--- config.mk ---
export PLATFORM = sky130hd
export DESIGN_NAME = cache_plru_tree
export DESIGN_NICKNAME = d
export VERILOG_FILES = /design/src/rtl/cache_plru_tree_pkg.sv /design/src/rtl/plru_tree_select.sv /design/src/rtl/cache_plru_tree.sv
export SDC_FILE = /design/constraint.sdc
export NUM_CORES = 1
export LEC_CHECK = 0
export ABC_AREA = 1
export CORE_UTILIZATION = 44
export CTS_CLUSTER_DIAMETER = 150
export DETAILED_ROUTE_END_ITERATION = 12
export PLACE_DENSITY = 0.61
export REMOVE_ABC_BUFFERS = 1
export SKIP_CTS_REPAIR_TIMING = 1
export SLEW_MARGIN = 40
export SYNTH_ARGS = -nofsm -noshare
export SYNTH_HDL_FRONTEND = slang
export SYNTH_SLANG_ARGS = --single-unit
--- constraint.sdc ---
create_clock -name clk -period 10.9 [get_ports clk]
set_input_delay 1.09 -clock clk [delete_from_list [all_inputs] [get_ports clk]]
set_output_delay 1.09 -clock clk [all_outputs]
set_load 0.02 [all_outputs]
--- src/rtl/cache_plru_tree_pkg.sv ---
// Shared types and sizing helpers for the tree pseudo-LRU replacement tracker.
// Consumers: cache_plru_tree (top, optional PLRU_STATS_EN counters) and plru_tree_select.
package cache_plru_tree_pkg;

  localparam int unsigned PLRU_MAX_WAYS = 16;

  // Widest flag vector any instance can need (heap nodes 1..PLRU_MAX_WAYS-1).
  typedef logic [PLRU_MAX_WAYS-2:0] plru_flags_t;

  typedef enum logic {
    PLRU_INIT,
    PLRU_RUN
  } plru_state_t;

  function automatic int unsigned plru_flag_bits(input int unsigned num_ways);
    return (num_ways > 1) ? num_ways - 1 : 1;
  endfunction

endpackage

--- src/rtl/plru_tree_select.sv ---
// Combinational tree-PLRU helper: victim choice (invalid first, lock-aware walk,
// lock-blind walk when everything is locked) and MRU path update of the flags.
module plru_tree_select
  import cache_plru_tree_pkg::*;
#(
  parameter int unsigned NUM_WAYS        = 4,
  parameter int unsigned WAY_INDEX_WIDTH = (NUM_WAYS > 1) ? $clog2(NUM_WAYS) : 1,
  parameter int unsigned FLAG_WIDTH      = plru_flag_bits(NUM_WAYS)
) (
  input  logic [FLAG_WIDTH-1:0]      flags,
  input  logic [NUM_WAYS-1:0]        valid_mask,
  input  logic [NUM_WAYS-1:0]        lock_mask,
  input  logic [WAY_INDEX_WIDTH-1:0] new_mru,
  output logic [WAY_INDEX_WIDTH-1:0] victim_c,
  output logic [FLAG_WIDTH-1:0]      flags_upd_c,
  output logic                       took_invalid_c,
  output logic                       all_locked_c
);

  localparam int unsigned LEVELS = $clog2(NUM_WAYS);

  logic [NUM_WAYS-1:0] free_ways;

  assign free_ways      = ~valid_mask & ~lock_mask;
  assign took_invalid_c = |free_ways;

  generate
    if (NUM_WAYS == 1) begin : g_single
      logic unused_mru;
      assign unused_mru   = ^new_mru;
      assign victim_c     = '0;
      assign flags_upd_c  = flags;
      assign all_locked_c = lock_mask[0];
    end else begin : g_tree
      localparam int unsigned NODE_W = LEVELS + 1;

      logic [NUM_WAYS-1:0]   node_flag;
      logic [2*NUM_WAYS-1:0] sub_locked;
      logic [LEVELS-1:0]     first_free;
      logic [LEVELS-1:0]     walk_way;
      logic [NODE_W-1:0]     leaf;

      // Heap-indexed view of the flags; slot 0 is unused.
      assign node_flag = {flags, 1'b0};

      // A node is fully locked when both of its children are.
      always_comb begin
        sub_locked = '0;
        sub_locked[2*NUM_WAYS-1:NUM_WAYS] = lock_mask;
        for (int i = NUM_WAYS - 1; i >= 1; i--) begin
          sub_locked[i] = sub_locked[2*i] & sub_locked[2*i+1];
        end
      end

      always_comb begin
        first_free = '0;
        for (int w = NUM_WAYS - 1; w >= 0; w--) begin
          if (free_ways[w]) first_free = LEVELS'(w);
        end
      end

      // Follow the flags, steering around locked subtrees unless every way is locked.
      always_comb begin
        logic [NODE_W-1:0] node;
        node = NODE_W'(1);
        for (int l = 0; l < int'(LEVELS); l++) begin
          node = {node[LEVELS-1:0], node_flag[node[LEVELS-1:0]]};
          if (!sub_locked[1] && sub_locked[node]) node[0] = ~node[0];
        end
        walk_way = node[LEVELS-1:0];
      end

      assign victim_c     = took_invalid_c ? first_free : walk_way;
      assign all_locked_c = sub_locked[1];
      assign leaf         = {1'b1, new_mru};

      for (genvar i = 1; i < NUM_WAYS; i++) begin : g_node
        localparam int unsigned SHIFT = LEVELS - ($clog2(i + 1) - 1);
        assign flags_upd_c[i-1] = ((leaf >> SHIFT) == NODE_W'(i)) ? ~leaf[SHIFT-1] : flags[i-1];
      end
    end
  endgenerate

endmodule

--- src/rtl/cache_plru_tree.sv ---
// Per-set tree pseudo-LRU tracker with post-reset clearing sweep.
// Define PLRU_STATS_EN to add saturating victim-selection statistics outputs.
module cache_plru_tree
  import cache_plru_tree_pkg::*;
#(
  parameter int unsigned NUM_SETS        = 64,
  parameter int unsigned NUM_WAYS        = 4,
  parameter int unsigned SET_INDEX_WIDTH = (NUM_SETS > 1) ? $clog2(NUM_SETS) : 1,
  parameter int unsigned WAY_INDEX_WIDTH = (NUM_WAYS > 1) ? $clog2(NUM_WAYS) : 1
) (
  input  logic                       clk,
  input  logic                       reset,
  input  logic                       fill_en,
  input  logic [SET_INDEX_WIDTH-1:0] fill_set,
  input  logic [NUM_WAYS-1:0]        fill_valid_mask,
  input  logic [NUM_WAYS-1:0]        fill_lock_mask,
  output logic [WAY_INDEX_WIDTH-1:0] fill_way,
  input  logic                       access_en,
  input  logic [SET_INDEX_WIDTH-1:0] access_set,
  input  logic                       access_update_en,
  input  logic [WAY_INDEX_WIDTH-1:0] access_update_way,
  output logic                       init_done
`ifdef PLRU_STATS_EN
  ,
  output logic [31:0]                stat_fills,
  output logic [31:0]                stat_fill_invalid,
  output logic [31:0]                stat_all_locked
`endif
);

  localparam int unsigned FLAG_WIDTH = plru_flag_bits(NUM_WAYS);
  localparam logic [SET_INDEX_WIDTH-1:0] LAST_SET = SET_INDEX_WIDTH'(NUM_SETS - 1);

  plru_state_t                state, state_next;
  logic [SET_INDEX_WIDTH-1:0] sweep_cnt;
  logic                       run;
  logic                       read_en, write_en;
  logic [SET_INDEX_WIDTH-1:0] read_set, write_set, set_q;
  logic                       was_fill_q, acc_q;
  logic [NUM_WAYS-1:0]        valid_q, lock_q;
  logic [FLAG_WIDTH-1:0]      mem [NUM_SETS];
  logic [FLAG_WIDTH-1:0]      rd_flags, upd_flags, write_flags;
  logic [WAY_INDEX_WIDTH-1:0] victim, new_mru;
  logic                       took_invalid, all_locked;

  assign run = (state == PLRU_RUN);

  always_ff @(posedge clk or posedge reset) begin
    if (reset) begin
      state     <= PLRU_INIT;
      sweep_cnt <= '0;
      init_done <= 1'b0;
    end else begin
      state     <= state_next;
      init_done <= (state_next == PLRU_RUN);
      if (state == PLRU_INIT) sweep_cnt <= sweep_cnt + SET_INDEX_WIDTH'(1);
    end
  end

  always_comb begin
    state_next = state;
    if (state == PLRU_INIT && sweep_cnt == LAST_SET) state_next = PLRU_RUN;
  end

  // Sweep writes zeros during INIT; in RUN, reads come from requests and writes from updates.
  always_comb begin
    read_en   = 1'b0;
    read_set  = fill_set;
    write_en  = 1'b1;
    write_set = sweep_cnt;
    fill_way  = '0;
    if (state == PLRU_RUN) begin
      read_en   = fill_en | access_en;
      read_set  = fill_en ? fill_set : access_set;
      write_en  = was_fill_q | access_update_en;
      write_set = set_q;
      fill_way  = victim;
    end
  end

  assign new_mru     = was_fill_q ? victim : access_update_way;
  assign write_flags = run ? upd_flags : '0;

  always_ff @(posedge clk or posedge reset) begin
    if (reset) begin
      was_fill_q <= 1'b0;
      acc_q      <= 1'b0;
      set_q      <= '0;
      valid_q    <= '0;
      lock_q     <= '0;
    end else begin
      was_fill_q <= run & fill_en;
      acc_q      <= run & access_en & ~fill_en;
      if (read_en) begin
        set_q   <= read_set;
        valid_q <= fill_valid_mask;
        lock_q  <= fill_lock_mask;
      end
    end
  end

  // Flag storage: one read, one write port, a same-set write forwards to the read.
  always_ff @(posedge clk) begin
    if (write_en) mem[write_set] <= write_flags;
    if (read_en) rd_flags <= (write_en && write_set == read_set) ? write_flags : mem[read_set];
  end

  plru_tree_select #(
    .NUM_WAYS       (NUM_WAYS),
    .WAY_INDEX_WIDTH(WAY_INDEX_WIDTH),
    .FLAG_WIDTH     (FLAG_WIDTH)
  ) u_select (
    .flags         (rd_flags),
    .valid_mask    (valid_q),
    .lock_mask     (lock_q),
    .new_mru       (new_mru),
    .victim_c      (victim),
    .flags_upd_c   (upd_flags),
    .took_invalid_c(took_invalid),
    .all_locked_c  (all_locked)
  );

`ifdef PLRU_STATS_EN
  always_ff @(posedge clk or posedge reset) begin
    if (reset) begin
      stat_fills        <= '0;
      stat_fill_invalid <= '0;
      stat_all_locked   <= '0;
    end else if (was_fill_q) begin
      if (stat_fills != '1) stat_fills <= stat_fills + 32'd1;
      if (took_invalid && stat_fill_invalid != '1) stat_fill_invalid <= stat_fill_invalid + 32'd1;
      if (all_locked && stat_all_locked != '1) stat_all_locked <= stat_all_locked + 32'd1;
    end
  end
`else
  logic unused_stats;
  assign unused_stats = took_invalid ^ all_locked;
`endif

  a_update_after_access: assert property (@(posedge clk) disable iff (reset)
    access_update_en |-> acc_q);
  a_no_req_during_init: assert property (@(posedge clk) disable iff (reset)
    !init_done |-> !(fill_en || access_en));

endmodule

After elaboration in Yosys (flattened, before gate mapping)
Memories as Yosys holds them, arrays and structs flattened. A register that Yosys moved wholly into a read port is not among the register bits.
Index checks and enable logic that the tools add are counted.
Storage, ports and cells
  register bits after elaboration: 22
  latch bits: 0
  memory bits (writable): 192
  bits in read-only memories: 0
  input port bits: 27
  output and inout bits: 3
  logic and storage cells: 56
  memories kept: 1
Operators by class
  $add $sub $neg: 1
  $mul: 0
  divide/modulo/power cells: 0
  $lt $le $gt $ge: 3
  equal/unequal tests: 1
  shift-type cells: 0
  mux-type cells: 25
  bitwise gates (word level): 14
  reduce and logical (&&, ||, !) cells: 5
Memories
  mem: words 64, width 3, rd ports 1, clocked after Yosys merged registers in 1, wr ports 1, line cache_plru_tree.sv:41  | logic [FLAG_WIDTH-1:0] mem [NUM_SETS];
Operators with widths (number)
  $mux 6: 3
  $mux 2: 7
  $mux 1: 13
  $not 4->4: 2
  $add 6x1->6 const B: 1
  $eq 6x6->1 const B: 1
  $not 1->1: 5
  $and 1x1->1: 4
  $and 4x4->4: 1
  $lt 2x4->1 const B: 1
  $lt 3x4->1 const B: 1
  $reduce_or 4->1: 1
  $logic_and 1x1->1: 3
  $lt 2x3->1 const B: 1
  $mux 3: 1
  $bmux 1 s2: 1
  $or 1x1->1: 2
  $logic_not 1->1: 1

Longest topological paths before layout
Gate-level depths: netlist (run 1).
  depth in word-level cells: 16
  gate-level depth with buffers: 16
  depth with buffers taken out: 14

Modules after synthesis
A second synthesis (run 1) with hierarchy kept.
Second synthesis, totals
  cell total of the unflattened synthesis: 1092
  area, all modules: 10357.4 um2
By module, submodules not included
  cache_plru_tree: instances 1, cells an instance 1047, area each 10142.2 um2, seq. area each 6406.1 um2
  plru_tree_select: instances 1, cells an instance 45, area each 215.2 um2, seq. area each 0.0 um2

Least setup slack after synthesis (run 1)
OpenSTA, ideal clock, no wires.
  path kind: input to register
  start: in access_update_way[1]
  end: mem mem[0][2] (netlist name) (data pin)
  library setup time: 0.359 ns
  data arrival time: 3.983 ns
  data required time: 10.541 ns
  path slack: 6.558 ns
  stages on the path: 5
  buffers on the path: 0
  cells stage by stage: o21ai_0 -> inv_1 -> nor2_1 -> nand2_1 -> nand2_1
On the way
  word-level cells in the longest chain between the ends: 3
Ends and longest elaborated chain
  from (decl): line cache_plru_tree.sv:21  | input logic [WAY_INDEX_WIDTH-1:0] access_update_way,
  $mux 2: line cache_plru_tree.sv:81  | assign new_mru = was_fill_q ? victim : access_update_way;
  $mux 1: line plru_tree_select.sv:79  | assign flags_upd_c[i-1] = ((leaf >> SHIFT) == NODE_W'(i)) ? ~leaf[SHIFT-1] : flags[i-1];
  $mux 3: line cache_plru_tree.sv:82  | assign write_flags = run ? upd_flags : '0;
  net write_flags[2]: line cache_plru_tree.sv:42  | logic [FLAG_WIDTH-1:0] rd_flags, upd_flags, write_flags;
  to (decl): line cache_plru_tree.sv:41
The timed path passes the listed nets, and every way through them passes these cells.

Worst setup path in the final report (run 1)
  start: in fill_en
  end: reg rd_flags[0] (read register of mem) (data pin)
On the way
  word-level cells in the longest chain between the ends: 2
  elaborated cells between the ends (all ways): 4
  those cells by class: 3 x mux; 1 x bitwise
Ends and longest elaborated chain
  from (decl): line cache_plru_tree.sv:13  | input logic fill_en,
  $mux 6 / $or 1x1->1 (equally long branches): line cache_plru_tree.sv:74, cache_plru_tree.sv:73
  $mux 6 / $mux 1 (equally long branches): line cache_plru_tree.sv:72  | if (state == PLRU_RUN) begin
  to (decl): line cache_plru_tree.sv:42
Parallel ways exist; a longest one is shown, timed or not.
A chain may end at the register's enable or synchronous reset.

==> metrics.cfg, run 1 <==
[drt]
drt_pass1_iterations=6
drc=0
wire_per_inst_um=16.8
wirelength_um=24400
avgViaCountPerCell=5.04
first_iter_violations=547
vias=7307
antenna_left=0

[sta]
final_hold_viol_count=0
setup_viol_count_final=0
tightest_slew_ns=0.842
rsz0062_at_grt=false
skew_ns=0.0124
drv_slew=0
period_needed_ns=3.67
fmax_mhz=273
slew-limit-headroom_pct=43.7
fin_tns_setup_ns=0
fin_crit_sh_pct=33.6

[pwr]
internal-power_mw=1.44
power_density_mw_per_mm2=155
p_leak_nw=5.32
p_switching_mw=0.372
seq_power_share_pct=49.2
p_comb_share_pct=4.1
clockPowerShare_pct=46.6
p_sw_share_pct=20.5
ir_drop_mv=0.124

[worst_setup_path]
crit_top_cell=nand2_1
slowest_delay_ns=0.52
startpoint_type=primary input
critPathMaxFanout=50
critical_path_buf_inv_count=6
criticalPathCategory=in -> reg
worst_ep_required_time_ns=11.16
arrival_ns=3.93
critPathTopFamily=buffers and inverters
endpoint_kind=flop
crit_slowest_cell=buf_4
path_cells=clkdlybuf4s50_1 > inv_2 > nand2_4 > nand2_1 > nand2_2 > buf_4 > inv_4 > nand2_1 > o21ai_1 > inv_1 > nand3_1 > nor4_4 > inv_2 > nand2_1 > nand2_1

[logic_synthesis]
synth_top_family_by_area=simple AND/OR/NAND/NOR gates
synth.area.top_cells=edfxtp_1, nand3_1, nand2_1
yosysSeqAreaShare_pct=61.9
ys_ff_latch=217
synth-simple-area-share_pct=24.2
synth_top_cell_by_area=edfxtp_1
postSynth.asyncResetShare_pct=10.1
synthMostInstantiatedCell=nand2_1
synthCells=1097
synth.avg_cell_area_sq_um=9.44
yosysWarningCount=0
synth_cell_types=33
synth_area_sq_mm=0.0104
synth_compound_gate_area_share_pct=2.19
netlist.area_leader.share_pct=56.5
synth-adder-area-share_pct=0.121
yosys-top-cells-count=nand2_1, inv_1, nand3_1, edfxtp_1, nor2_1
synth_edf_count=195
synthFlopType=edfxtp_1
muxShareOfSynthArea_pct=0.217
synth-xor-area-share_pct=0.507

[layout]
final_area_sq_mm=0.0117
fillerInstances=2146
syn_to_final_growth_pct=13.2
nets=1146
drive_gt1_share_pct=6.60
diodes=0

[global_route]
track_usage_pct=20.9
grt_pass1_vias=7043
grt-ovfl-total=0
grt_pass1_wl_um=38300
antenna_found_initial=0
grt_max_degree=95

[floorplanning]
rows=55
die_h_um=155
core_area_sq_mm=0.0228
die_w_um=155
start_util_pct=45.3
dieArea_sq_mm=0.0242
io_pins=30

[place]
dp_hpwl_um=14700
io_buffers=29
placed_area_sq_mm=0.0109
place_congestion=0.781

[min_path]
hold_class=reg -> reg

[clock_tree]
cts_sinks=217
clk_latency_ns=0.51
clk_pin_slew_ns=0.06
htreeDepth=1
clk_path_buf_depth=3
cts-buffers-inserted=24
cts_tree=built
clockRootBuffer=clkbuf_16

[flow_run]
cap_violations=0

[run_status]
outcome=finished clean

-- flip-flops by register name, summed over array words and instances (netlist names) --
register	flops
mem	192
set_q	6
was_fill_q	1
sweep_cnt	6
valid_q	4
rd_flags	3
lock_q	4
run	1
-- worst register-to-register path, stage by stage, from the launching register on --
cell,delay (ns)
dfrtp_1,0.73
inv_1,0.45
nand2_1,0.28
o21ai_4,0.14
inv_1,0.25
nand4_1,0.66
nor2_1,0.53
-- cell usage in the layout (no fill, tap or decap), types with 2 or more instances in the layout --
cell type / synthesis / final
o21ai_4: 3 / 4
o21ai_2: 3 / 2
inv_1: 221 / 220
dfrtp_1: 22 / 22
nand2_8: 1 / 2
o31ai_1: 2 / 2
nand4_1: 8 / 8
clkbuf_1: 13 / 4
a21oi_1: 6 / 6
clkinv_1: 1 / 2
clkdlybuf4s50_1: 0 / 29
o21ai_1: 3 / 3
o21a_1: 2 / 2
nor2_1: 78 / 77
inv_4: 0 / 2
nand2_1: 249 / 246
xor2_1: 5 / 5
mux2_2: 2 / 2
clkbuf_16: 0 / 29
bufinv_16: 0 / 2
inv_2: 5 / 5
o21ai_0: 14 / 14
nand3_1: 216 / 216
buf_4: 1 / 7
nand2_4: 3 / 2
clkinv_2: 0 / 7
nand2_2: 1 / 4
nor4_1: 8 / 7
edfxtp_1: 195 / 195
-- final timing paths --
path / to / depth (start not counted) / start / slack (ns)
setup / recovery: rd_flags[0] / 15 / fill_en / 7.23
hold / removal: sweep_cnt[4] / 1 / sweep_cnt[4] / 0.50
setup reg to reg: mem[5][2] / 6 / run / 7.54
hold reg to reg: sweep_cnt[4] / 1 / sweep_cnt[4] / 0.50
max in group asynchronous: set_q[1] / 2 / reset / 9.65
min in group asynchronous: set_q[4] / 2 / reset / 0.92
-- layout make-up --
type	instances	area, sq um	share of cell area (%)
sequential	217	6410	54.6
tap	313	392	3.34
clock buffer	33	741	6.32
inverter	227	855	7.29
clock inverter	11	105	0.896
multi-input combinational	610	2860	24.4
timing repair buffer	38	369	3.15
-- metal layers --
layer	up-vias	track usage (%)	share of wire (%)
met5	-	0	0
met4	0	5.98	2.4
met3	39	2.84	5.1
met2	190	36.0	49
met1	3489	27.6	43
li1	3589	-	-
-- logic make-up (layout without fill, tap and decap cells) --
group | after synthesis | in the layout
AND/OR/NAND/NOR | 567 | 567
buffers and inverters | 270 | 309
flip-flops | 217 | 217
AO/OA/AOI/OAI | 34 | 34
XOR/XNOR | 6 | 6
multiplexers | 2 | 2
adder cells (fa/ha/maj) | 1 | 1
-- power by group through the flow --
stage,Combinational (mW),Sequential [mW],Clock (mW)
after CTS,0.0747,0.894,0.858
after global routing,0.0823,0.894,0.891
final,0.0747,0.894,0.847
after floorplan,0.0436,0.912,0
after detailed placement,0.0745,0.912,0
after global placement,0.0732,0.912,0
-- per-stage QoR --
| stage | instances | util, % | setup slack [ns] | hold WS, ns | total power [mW] |
|---|---|---|---|---|---|
| after floorplan | 1054 | - | 6.56 | 0.463 | 0.955 |
| after global placement | 1402 | 47.4 | 6.63 | 0.479 | 0.985 |
| after detailed placement | 1405 | 47.6 | 6.81 | 0.492 | 0.986 |
| after CTS | 1449 | 51.3 | 7.25 | 0.501 | 1.83 |
| after global routing | 1449 | 51.3 | 7.05 | 0.516 | 1.87 |
| final | 1449 | 51.3 | 7.23 | 0.498 | 1.82 |
(Power assumes the default switching activity.)
==> inputs of run 2 (changes only) <==
PLACE_DENSITY = 0.63   (was 0.61)
clock period = 3.14 ns   (was 10.9 ns; I/O delays follow)
==> run 2 against run 1 <==
Net effect: worst hold slack worse by 0.35 ns; first-iteration DRC count is 11% higher; critical endpoint is now mem[8][0]; clock-buffer cell count shrank 4; sequential share of layout area shrank 0.51 points; global-route usage is 0.41 points higher.
==> metrics.cfg, run 2 (synthesis results as in run 1) <==
[clock_tree]
cts_sinks=217
clk_latency_ns=0.52
cts-buffers-inserted=24
clk_path_buf_depth=3
cts_tree=built
clk_pin_slew_ns=0.06
clockRootBuffer=clkbuf_16
htreeDepth=1

[sta]
drv_slew=0
rsz0062_at_grt=false
slew-limit-headroom_pct=48.7
tightest_slew_ns=0.769
skew_ns=0.0116
final_hold_viol_count=0
setup_viol_count_final=0
fin_crit_sh_pct=90.5
fmax_mhz=352
layout_setup_ws_ns=0.297
period_needed_ns=2.84

[worst_setup_path]
r2r_slack_ns=0.30
startpoint_type=flop
rr_endpoint=mem[8][0]
arrival_ns=3.02
endpoint=mem[8][0]
cp-startpoint=run
reg2reg_depth=5
endpoint_kind=flop
criticalPathCategory=reg -> reg
r2r_start=run
critPathMaxFanout=14
worst_ep_required_time_ns=3.32

[place]
placed_area_sq_mm=0.0111
place_ws_ns=0.345
dp_hpwl_um=15800
io_buffers=29
place_congestion=0.899

[global_route]
track_usage_pct=21.3
antenna_found_initial=0
grt_pass1_vias=7306
grt_max_degree=80
grt_pass1_wl_um=39500
grt-ovfl-total=0

[pwr]
ir_drop_mv=0.510
p_leak_nw=5.39
power_density_mw_per_mm2=521

[floorplanning]
start_util_pct=45.3
rows=55
io_pins=30
die_h_um=155
die_w_um=155
dieArea_sq_mm=0.0242
core_area_sq_mm=0.0228

[flow_run]
cap_violations=0

[layout]
final_core_util_pct=51.8
drive_gt1_share_pct=7.62
final_area_sq_mm=0.0118
nets=1166
layout_common_cells=nand2_1, inv_1, nand3_1
largest_register_ffs=192
syn_to_final_growth_pct=14.3
top_register=mem
reg_top3=mem x192, set_q x6, sweep_cnt x6
diodes=0
fillerInstances=2156
final_common_cell=nand2_1

[drt]
avgViaCountPerCell=5.13
drc=0
wire_per_inst_um=16.9
first_iter_violations=607
vias=7537
antenna_left=0
drt_pass1_iterations=5
wirelength_um=24900

[min_path]
hold_class=in -> async

[run_status]
outcome=finished clean

run 2: cell count changes in the layout (fill, tap and decap cells not counted), moves of 2 or more:
cell       delta
inv_4         -2
buf_12        +5
clkinv_2      -2
clkbuf_16     -4
clkinv_1      +4
buf_4        +17
run 2: report_power, final:
part           switching [mW]  internal (mW)
combinational           0.168          0.101
clock                    1.10           1.69
sequential                  0           3.10
run 2: how the worst min path moves through the flow:
stage,start,end,depth (start not counted)
6_report,reset,set_q[4],2
5_1_grt,reset,sweep_cnt[0],2
4_1_cts,reset,was_fill_q,2
3_5_place_dp,sweep_cnt[4],sweep_cnt[4],1
3_3_place_gp,sweep_cnt[4],sweep_cnt[4],1
2_1_floorplan,reset,lock_q[0],1
run 2: per-stage QoR:
step	std cells	power (mW)	setup TNS, ns	hold slack (ns)
after floorplan	1054	3.32	-70.22	0.303
after global placement	1425	3.43	0	0.483
after detailed placement	1425	3.43	0	0.492
after CTS	1468	6.21	0	0.147
after global routing	1468	6.33	0	0.183
final	1468	6.17	0	0.145
run 2: worst max-delay path, stage by stage, from the launching register on:
cell     delay (ns)
dfrtp_1        0.56
inv_1          0.30
buf_4          0.25
o21ai_4        0.31
nand3_1        0.59
nor2_1         0.49
run 2: per-layer routing:
metal | vias to the layer above | track usage [%] | part of all wire (%)
li1 | 3637 | - | -
met1 | 3582 | 29.0 | 43
met2 | 264 | 35.4 | 47
met3 | 54 | 2.79 | 6.3
met4 | 0 | 7.19 | 3.1
met5 | - | 0 | 0
run 2: cell type report:
| cell class | instances | area (sq um) | area share [%] |
|---|---|---|---|
| sequential | 217 | 6410 | 54.1 |
| clock inverter | 14 | 141 | 1.19 |
| timing repair buffer | 58 | 571 | 4.82 |
| clock buffer | 29 | 641 | 5.41 |
| inverter | 227 | 852 | 7.20 |
| tap | 313 | 392 | 3.31 |
| multi-input combinational | 610 | 2830 | 23.9 |
==> inputs of run 3 (changes only) <==
CORE_MARGIN = 2   (was default)
==> run 3 against run 2 <==
Net effect: sequential cell count did not move; final cell count increased by 0.27%; combinational power about the same; clock power decreased by 7%; maximum frequency rose by 5.5%; global-route usage shrank 0.99 points; wire length is 2.1% lower; critical path type is now reg -> out; critical endpoint is now fill_way[0]; largest cell class unchanged; largest power group unchanged.
==> metrics.cfg, run 3 (synthesis results as in run 1) <==
[layout]
syn_to_final_growth_pct=13.9
largest_register_ffs=192
multi_input_area_sq_mm=0.00283
drive_gt1_share_pct=7.46
layout_common_cells=nand2_1, inv_1, nand3_1
final_area_sq_mm=0.0118
top_register=mem
fillerInstances=2197
reg_top3=mem x192, set_q x6, sweep_cnt x6
final_common_cell=nand2_1
final_core_util_pct=50.7
nets=1166
diodes=0
register_area_sq_mm=0.00641

[clock_tree]
htreeDepth=1
clk_latency_ns=0.51
cts_tree=built
cts_sinks=217
clockRootBuffer=clkbuf_16
clk_pin_slew_ns=0.06
cts-buffers-inserted=24
clk_path_buf_depth=3

[worst_setup_path]
critPathTopFamily=buffers and inverters
startpoint_type=flop
arrival_ns=2.38
criticalPathCategory=reg -> out
reg2reg_depth=7
endpoint_kind=primary output
crit_top_cell=nand2_1
r2r_slack_ns=0.54
worst_ep_required_time_ns=2.83
path_depth=9
critical_path_buf_inv_count=2
cp-startpoint=lock_q[3]
r2r_start=run
critPathMaxFanout=5
endpoint=fill_way[0]
slowest_delay_ns=0.61
path_cells=nand2_1 > a21oi_1 > o21ai_0 > inv_1 > nand2_1 > nand3_1 > nand2_1 > nor2_1 > clkdlybuf4s50_1
crit_slowest_cell=clkdlybuf4s50_1
rr_endpoint=mem[7][1]

[sta]
setup_viol_count_final=0
skew_ns=0.0109
drv_slew=0
rsz0062_at_grt=false
tightest_slew_ns=0.704
fin_crit_sh_pct=85.8
fmax_mhz=371
final_hold_viol_count=0
layout_setup_ws_ns=0.445
hold_ws_ns=0.145
period_needed_ns=2.69
slew-limit-headroom_pct=52.6

[place]
place_ws_ns=0.381
io_buffers=29
placed_area_sq_mm=0.0111
dp_hpwl_um=15600
place_congestion=0.839

[pwr]
ir_drop_mv=0.432
power_mw=5.98
power_density_mw_per_mm2=507
p_leak_nw=5.36

[global_route]
grt_max_degree=80
grt-ovfl-total=0
grt_pass1_wl_um=38700
antenna_found_initial=0
grt_pass1_vias=7090
track_usage_pct=20.4

[drt]
avgViaCountPerCell=4.96
wire_per_inst_um=16.5
wirelength_um=24300
vias=7303
drc=0
antenna_left=0
first_iter_violations=586
drt_pass1_iterations=5

[floorplanning]
dieArea_sq_mm=0.0248
die_h_um=157
start_util_pct=44.5
rows=56
io_pins=30
die_w_um=157
core_area_sq_mm=0.0233

[flow_run]
cap_violations=0

[run_status]
outcome=finished clean

[min_path]
hold_class=in -> async

run 3: worst min-delay path by stage:
stage / cells after the start / from / endpoint
after global routing: 2 / reset / set_q[3]
after CTS: 2 / reset / sweep_cnt[5]
final: 2 / reset / was_fill_q
after global placement: 1 / sweep_cnt[4] / sweep_cnt[4]
after floorplan: 1 / reset / lock_q[0]
after detailed placement: 1 / sweep_cnt[4] / sweep_cnt[4]
run 3: worst register-to-register path: stages (launching register included):
cell,delay (ns)
dfrtp_1,0.50
inv_1,0.24
buf_4,0.23
o21ai_4,0.13
inv_1,0.24
nand4_1,0.38
buf_4,0.31
nor2_1,0.25
run 3: layer usage:
metal  GRT usage, %  routed length [um]  share of wire, %  up-vias
li1               -                   -                 -     3623
met1           27.4               10500                43     3442
met2           34.6               11900                49      196
met3           2.84                1330               5.5       42
met4           5.63                 609               2.5        0
met5              0                   0                 0        -
run 3: cell type report:
| type | count | area share [%] |
|---|---|---|
| clock buffers | 30 | 5.46 |
| flip-flops and latches | 217 | 54.3 |
| multi-input cells | 610 | 24.0 |
| well taps | 319 | 3.38 |
| repair buffers | 58 | 4.94 |
| inverters | 227 | 7.22 |
| clock inverters | 11 | 0.637 |
run 3: report_power, final:
| part | internal, mW | leakage (nW) | switching, mW |
|---|---|---|---|
| clock network | 1.52 | 0.358 | 1.08 |
| logic | 0.0993 | 3.39 | 0.169 |
| registers | 3.10 | 1.62 | 0 |
run 3: metrics by stage:
stage,TNS (ns),std cells
6_report,0,1472
5_1_grt,0,1472
3_3_place_gp,0,1431
4_1_cts,0,1472
3_5_place_dp,0,1431
2_1_floorplan,-70.22,1054
